### config.mk
export PLATFORM = sky130hd
export DESIGN_NAME = mem_access_ctrl
export DESIGN_NICKNAME = d
export VERILOG_FILES = /design/src/rtl/mem_access_ctrl.sv
export SDC_FILE = /design/constraint.sdc
export NUM_CORES = 1
export LEC_CHECK = 0
export ABC_AREA = 1
export CAP_MARGIN = 20
export CORE_MARGIN = 2
export CORE_UTILIZATION = 44
export DETAILED_ROUTE_END_ITERATION = 16
export GPL_TIMING_DRIVEN = 0
export PLACE_DENSITY = 0.81
export SLEW_MARGIN = 20
export SYNTH_ARGS = -nofsm -noshare
export SYNTH_HDL_FRONTEND = slang
export SYNTH_SLANG_ARGS = --single-unit
### constraint.sdc
create_clock -name clk -period 2.3 [get_ports clk]
set_clock_uncertainty 0.15 [all_clocks]
set_input_delay 0.46 -clock clk [delete_from_list [all_inputs] [get_ports clk]]
set_output_delay 0.46 -clock clk [all_outputs]
set_load 0.005 [all_outputs]
### src/rtl/mem_access_ctrl.sv
// mem_access_ctrl
//   MEM-stage data-bus access controller. Takes one load or store from the
//   EXE/MEM register, issues it on a req/addr_ok/data_ok bus, stalls the
//   pipeline while it is in flight and returns an aligned, extended load result.
//
//   Bus handshake: data_req is held high with stable data_addr/wr/size/wdata/
//   wstrb until the cycle data_addr_ok=1 is seen (address phase done). The
//   response phase ends on the first later (or same-cycle) data_data_ok=1.
//   At most one transaction is outstanding; data_data_ok outside an
//   in-flight transaction is ignored.
//
// Ports
//   clk, rst               clock, asynchronous active-low reset
//   mem_valid .. mem_flush MEM-stage instruction info (EXE/MEM register)
//   pipe_advance           MEM/WB accepts this cycle
//   mem_stall              hold the pipeline
//   load_data, load_valid  completed load result
//   addr_err               misaligned access (combinational)
//   data_*                 data bus request/response
//   state_dbg              FSM state: 0 IDLE, 1 REQ, 2 WAIT, 3 DONE
//   cancel_dbg             in-flight transaction was flushed
//
// Only DATA_W = 32 is supported (byte-lane logic assumes four lanes).

module mem_access_ctrl #(
  parameter int ADDR_W = 32,
  parameter int DATA_W = 32
) (
  input  logic              clk,
  input  logic              rst,
  input  logic              mem_valid,
  input  logic [ADDR_W-1:0] mem_addr,
  input  logic [DATA_W-1:0] mem_wdata,
  input  logic [2:0]        mem_load_type,
  input  logic [1:0]        mem_store_type,
  input  logic              mem_except,
  input  logic              mem_flush,
  input  logic              pipe_advance,
  output logic              mem_stall,
  output logic [DATA_W-1:0] load_data,
  output logic              load_valid,
  output logic              addr_err,
  output logic              data_req,
  output logic              data_wr,
  output logic [1:0]        data_size,
  output logic [ADDR_W-1:0] data_addr,
  output logic [DATA_W-1:0] data_wdata,
  output logic [3:0]        data_wstrb,
  input  logic              data_addr_ok,
  input  logic              data_data_ok,
  input  logic [DATA_W-1:0] data_rdata,
  output logic [1:0]        state_dbg,
  output logic              cancel_dbg
);

  localparam logic [2:0] LT_LB  = 3'd1;
  localparam logic [2:0] LT_LBU = 3'd2;
  localparam logic [2:0] LT_LH  = 3'd3;
  localparam logic [2:0] LT_LHU = 3'd4;
  localparam logic [2:0] LT_LW  = 3'd5;
  localparam logic [1:0] ST_SB  = 2'd1;
  localparam logic [1:0] ST_SH  = 2'd2;
  localparam logic [1:0] ST_SW  = 2'd3;

  typedef enum logic [1:0] {
    IDLE = 2'd0,
    REQ  = 2'd1,
    WAIT = 2'd2,
    DONE = 2'd3
  } state_t;

  state_t      state;
  logic        cancel;
  logic [2:0]  ld_type_q;
  logic        access_req;
  logic        resp_done;
  logic        resp_cancel;
  logic [1:0]  req_size;
  logic [DATA_W-1:0] req_wdata;
  logic [3:0]  req_wstrb;
  logic [7:0]  ld_byte;
  logic [15:0] ld_half;
  logic [DATA_W-1:0] ld_result;

  // Misalignment check on the raw pipeline inputs.
  always_comb begin
    addr_err = 1'b0;
    if ((mem_load_type == LT_LH || mem_load_type == LT_LHU || mem_store_type == ST_SH)
        && mem_addr[0])
      addr_err = 1'b1;
    if ((mem_load_type == LT_LW || mem_store_type == ST_SW) && mem_addr[1:0] != 2'b00)
      addr_err = 1'b1;
  end

  assign access_req = mem_valid && (mem_load_type != 3'd0 || mem_store_type != 2'd0)
                      && !mem_except && !mem_flush && !addr_err;

  // Request fields; a store type takes precedence over a load type.
  always_comb begin
    req_size  = 2'd0;
    req_wdata = '0;
    req_wstrb = 4'b0000;
    case (mem_store_type)
      ST_SB: begin
        req_size  = 2'd0;
        req_wdata = {4{mem_wdata[7:0]}};
        req_wstrb = 4'b0001 << mem_addr[1:0];
      end
      ST_SH: begin
        req_size  = 2'd1;
        req_wdata = {2{mem_wdata[15:0]}};
        req_wstrb = mem_addr[1] ? 4'b1100 : 4'b0011;
      end
      ST_SW: begin
        req_size  = 2'd2;
        req_wdata = mem_wdata;
        req_wstrb = 4'b1111;
      end
      default: begin
        case (mem_load_type)
          LT_LH, LT_LHU: req_size = 2'd1;
          LT_LW:         req_size = 2'd2;
          default:       req_size = 2'd0;
        endcase
      end
    endcase
  end

  // Load lane selection uses the registered address, which is stable
  // for the whole transaction.
  always_comb begin
    case (data_addr[1:0])
      2'd0:    ld_byte = data_rdata[7:0];
      2'd1:    ld_byte = data_rdata[15:8];
      2'd2:    ld_byte = data_rdata[23:16];
      default: ld_byte = data_rdata[31:24];
    endcase
    ld_half = data_addr[1] ? data_rdata[31:16] : data_rdata[15:0];
    case (ld_type_q)
      LT_LB:   ld_result = {{24{ld_byte[7]}}, ld_byte};
      LT_LBU:  ld_result = {24'd0, ld_byte};
      LT_LH:   ld_result = {{16{ld_half[15]}}, ld_half};
      LT_LHU:  ld_result = {16'd0, ld_half};
      default: ld_result = data_rdata;
    endcase
  end

  assign resp_done   = (state == REQ && data_addr_ok && data_data_ok)
                    || (state == WAIT && data_data_ok);
  // A flush arriving in the very cycle of the response still cancels it.
  assign resp_cancel = cancel || mem_flush;

  always_ff @(posedge clk or negedge rst) begin
    if (!rst) begin
      state      <= IDLE;
      cancel     <= 1'b0;
      ld_type_q  <= 3'd0;
      data_wr    <= 1'b0;
      data_size  <= 2'd0;
      data_addr  <= '0;
      data_wdata <= '0;
      data_wstrb <= 4'b0000;
      load_data  <= '0;
      load_valid <= 1'b0;
    end else begin
      case (state)
        IDLE: begin
          if (access_req) begin
            data_addr  <= mem_addr;
            data_wr    <= (mem_store_type != 2'd0);
            data_size  <= req_size;
            data_wdata <= req_wdata;
            data_wstrb <= req_wstrb;
            ld_type_q  <= (mem_store_type != 2'd0) ? 3'd0 : mem_load_type;
            cancel     <= 1'b0;
            state      <= REQ;
          end
        end
        REQ: begin
          // The request is never withdrawn; a flush only marks it cancelled.
          if (mem_flush) cancel <= 1'b1;
          if (data_addr_ok && !data_data_ok) state <= WAIT;
        end
        WAIT: begin
          if (mem_flush) cancel <= 1'b1;
        end
        DONE: begin
          if (pipe_advance || mem_flush) begin
            state      <= IDLE;
            load_valid <= 1'b0;
          end
        end
        default: state <= IDLE;
      endcase

      if (resp_done) begin
        if (resp_cancel) begin
          state      <= IDLE;
          cancel     <= 1'b0;
          load_valid <= 1'b0;
        end else begin
          state      <= DONE;
          load_valid <= (ld_type_q != 3'd0);
          if (ld_type_q != 3'd0) load_data <= ld_result;
        end
      end
    end
  end

  assign data_req   = (state == REQ);
  assign mem_stall  = (state == REQ) || (state == WAIT) || (state == IDLE && access_req);
  assign state_dbg  = state;
  assign cancel_dbg = cancel;

endmodule

==> Implementation_results.wiki <==
{| class="wikitable"
! Metric !! Value
|-
| Run status || completed
|-
| Slew @ Worst Pin || between 0.5 and 0.6 ns
|-
| Die Footprint || 0.0135 mm^2
|-
| Overall die height || roughly 120 um
|-
| Number of buffers on the longest clock path || 2
|-
| Synth Warn # || 0
|-
| Die width || between 100 and 150 um
|-
| CP Cell Sequence || inv_1, ha_2, clkdlybuf4s50_1
|-
| Total Power || between 9 and 10 mW
|-
| RSZ-0062 raised after global routing || false
|-
| Seq/Total Area, Yosys || approximately half
|-
| Endpoint of the worst-slack reg-to-reg timing path || load_data[24]$_DFFE_PN0P_
|-
| Maximum clock frequency || 449 MHz
|-
| Setup slack after layout || 0.0710 ns
|-
| Clock tree from TritonCTS || yes
|-
| Synthesis-stage register bit count || 110
|-
| Launch instance of the worst min-delay path || load_data[13]$_DFFE_PN0P_
|-
| Part of the cycle the worst path needs || 96.9%
|-
| Min-Delay Path Depth || 2
|-
| Final Hold Vio Count || 0
|-
| Master cell of the clock root buffer || sky130_fd_sc_hd__clkbuf_16
|-
| Detailed-route DRC error count || 0
|-
| Syn nets || ~870
|-
| Vias in the first global route || 5620
|-
| Arrival time at the worst endpoint || 1.62 ns
|-
| Final setup fails || 0
|-
| Number of I/O pins || ~220
|-
| First-pass GRT wire length || between 20000 and 30000 um
|-
| Setup WS pre-CTS || -1.03 ns
|-
| Mean number of vias per cell || around 5.0
|-
| DRT Pass-1 Iters || 8
|-
| Half-perimeter wire length after placement || approximately 13000 um
|-
| Max-slew headroom || ~63%
|-
| Power Dens Cells || between 1000 and 1500 mW/mm^2
|-
| Number of instances in the synthesized netlist || about 760
|-
| Required @ worst endpoint || between 1.5 and 2 ns
|-
| Number of buffers inserted by port buffering || ~220
|-
| Worst hold slack || ~0.33 ns
|-
| Setup slack, reg-to-reg || between 0.15 and 0.2 ns
|-
| Capturing element type of the critical path || output pin
|-
| Net total in the final layout || between 1000 and 1500
|-
| Mapped Area || approximately 0.0055 mm^2
|-
| Startpoint of the worst register-to-register path || state_dbg[1]$_DFFE_PN0P_
|-
| Global placer's final weighted congestion || 0.930
|-
| Filler cell count || between 1000 and 1500
|-
| Post-route non-filler standard cell count || 1165
|-
| Num CTS Buffers || 9
|-
| Number of different library cells in the post-synthesis netlist || 25
|-
| Kind of start point of the critical path || register
|-
| Total Routed Length || 17500 um
|-
| Critical-path maximum fanout || 5
|-
| Delay of the slowest cell on the worst path || approximately 0.5 ns
|-
| Clock Latency Late Sink || around 0.35 ns
|-
| Via count || about 5800
|-
| Area added between synthesis and finish || 49.8%
|-
| Hold-critical path endpoint || load_data[13]$_DFFE_PN0P_
|-
| Total track usage || a little over a quarter
|-
| Critical path's slowest cell || sky130_fd_sc_hd__clkdlybuf4s50_1
|-
| Finished Core Util || between 60% and 70%
|-
| Avg Cell Area, Syn || 7.30 um^2
|-
| Mean routed wirelength per cell || around 15 um
|-
| Core footprint || roughly 0.012 mm^2
|-
| Clock slew at the register clock pins of the worst setup and hold paths || 0.07 ns
|-
| Effective utilization at floorplan || between 40% and 50%
|-
| Proportion of layout cells with a drive suffix above 1 || 6.62%
|-
| Max H-tree Level || 3
|-
| Pin count of the biggest net entering global routing || 60
|-
| Worst hold path class || register to register
|-
| Ant diodes || 0
|-
| Type of the worst setup path || register to output pin
|-
| Depth of the most critical reg-to-reg path || 10
|-
| Row cnt || 40
|-
| Count of pins over their slew limit || 0
|-
| DRC marker count from the first detailed-route iteration || 449
|-
| Max-capacitance violation count || 0
|-
| Maximum resistive drop on vdd || 0.000687 V
|-
| Remaining number of nets flagged by the antenna check after routing || 0
|-
| Global route overflow || 0
|-
| Number of antenna violations at the first check in global routing || 0
|-
| CTS Sinks || 110
|-
| Tmin final || 2.23 ns
|-
| Standby leakage power || a little over 4 nW
|-
| Placed cell count || 1145
|}
## synth_stat cells
cell	number	area share, %
sky130_fd_sc_hd__o31ai_1	2	0.27
sky130_fd_sc_hd__nand2_2	3	0.34
sky130_fd_sc_hd__inv_2	3	0.20
sky130_fd_sc_hd__clkbuf_1	13	0.88
sky130_fd_sc_hd__nor2_1	68	4.6
sky130_fd_sc_hd__o211ai_2	1	0.23
sky130_fd_sc_hd__o21ai_1	9	0.81
sky130_fd_sc_hd__clkinv_1	1	0.068
sky130_fd_sc_hd__a21oi_2	2	0.32
sky130_fd_sc_hd__a31oi_1	2	0.23
sky130_fd_sc_hd__o21ai_0	61	5.5
sky130_fd_sc_hd__a21oi_1	25	2.3
sky130_fd_sc_hd__buf_4	4	0.54
sky130_fd_sc_hd__nand2_1	343	23
sky130_fd_sc_hd__o211ai_1	9	1.2
sky130_fd_sc_hd__ha_1	4	0.90
sky130_fd_sc_hd__nand4_4	1	0.38
sky130_fd_sc_hd__nor2_2	1	0.11
sky130_fd_sc_hd__inv_1	47	3.2
sky130_fd_sc_hd__dfrtp_1	110	50
sky130_fd_sc_hd__nand4_1	5	0.57
sky130_fd_sc_hd__nor3_1	1	0.090
sky130_fd_sc_hd__buf_2	15	1.4
sky130_fd_sc_hd__nor2_4	3	0.61
sky130_fd_sc_hd__nand3_1	25	2.3
## metal layers
metal / vias up / routed length, um / GRT usage [%]
met5: - / 0 / 0
met4: 0 / 450 / 8.89
met3: 36 / 1790 / 9.13
met2: 263 / 8270 / 44.4
met1: 2623 / 6990 / 32.1
li1: 2854 / - / -
## worst max-delay path by stage
stage | from | endpoint
after detailed placement | mem_store_type[0] | mem_stall
after global routing | state_dbg[1]$_DFFE_PN0P_ | data_req
after global placement | rst | data_addr[5]$_DFFE_PN0P_
after floorplan | mem_load_type[2] | mem_stall
final | state_dbg[1]$_DFFE_PN0P_ | data_req
after CTS | state_dbg[1]$_DFFE_PN0P_ | load_data[9]$_DFFE_PN0P_
## per-stage QoR
| stage | instance area (um^2) | TNS (ns) |
|---|---|---|
| floorplan | 5530 | 0 |
| global placement | 7930 | -417.23 |
| CTS | 8280 | -0.00296 |
| global route | 8290 | 0 |
| finish | 8290 | 0 |
| detailed placement | 7950 | -20.27 |
## logic make-up (layout without fill, tap and decap cells)
group,Yosys count,count (layout),synth area share [%]
AND/OR/NAND/NOR,450,450,32.2
AO/OA/AOI/OAI,111,111,10.9
flip-flops,110,110,49.8
buffers and inverters,83,322,6.24
adder cells (fa/ha/maj),4,4,0.905
## layout by cell type, fill, tap and decap left out, drive strengths merged
master           n
clkdlybuf4s50  207
dlygate4sd3      1
nand3           25
a21oi           27
inv             52
clkinv           4
dlygate4sd2      7
o211ai          10
nand4            6
buf             25
o31ai            2
nor3             1
clkdlybuf4s15    1
nand2          346
clkbuf          25
dfrtp          110
nor2            72
o21ai           70
ha               4
a31oi            2
## cell type report
type	count	area [um^2]	share of cell area, %
clock buffers	11	243	2.93
well taps	168	210	2.54
repair buffers	226	2250	27.1
clock inverters	5	32.5	0.392
flip-flops and latches	110	2750	33.2
inverters	51	191	2.31
plain buffers	29	143	1.72
multi-input cells	565	2470	29.8
## repair_timing
item / CTS / global route
cloned: 0 / 0
gates resized for setup: 22 / 13
setup buffers: 5 / 1
hold buffers: 1 / 0
endpoints found under the hold margin: 58 / 0
pin swaps: 5 / 2
endpoints found under the setup margin: 12 / 35
## report_power, final
group          switching (mW)  leakage (nW)  internal (mW)  total [mW]
clock network           0.714         0.140          0.768        1.48
registers               0.555          1.38           2.82        3.38
logic                    2.22          2.51           2.53        4.76
total                    3.49          4.04           6.12        9.62
## critical path, delay by kind of cell (launching register included)
| kind | cells | cell delay [ns] |
|---|---|---|
| adders and majority gates | 1 | 0.22 |
| buffers and inverters | 2 | 0.60 |
| DFF | 1 | 0.45 |
## registers in the layout, indices dropped and copies added, names as in the netlist
| register | flops |
|---|---|
| ld_type_q | 3 |
| load_data | 32 |
| data_wr | 1 |
| state_dbg | 2 |
| data_addr | 32 |
| cancel_dbg | 1 |
| data_size | 2 |
| data_wdata | 32 |
| data_wstrb | 4 |
| load_valid | 1 |
Note: power is estimated with default switching activity, not from simulation.
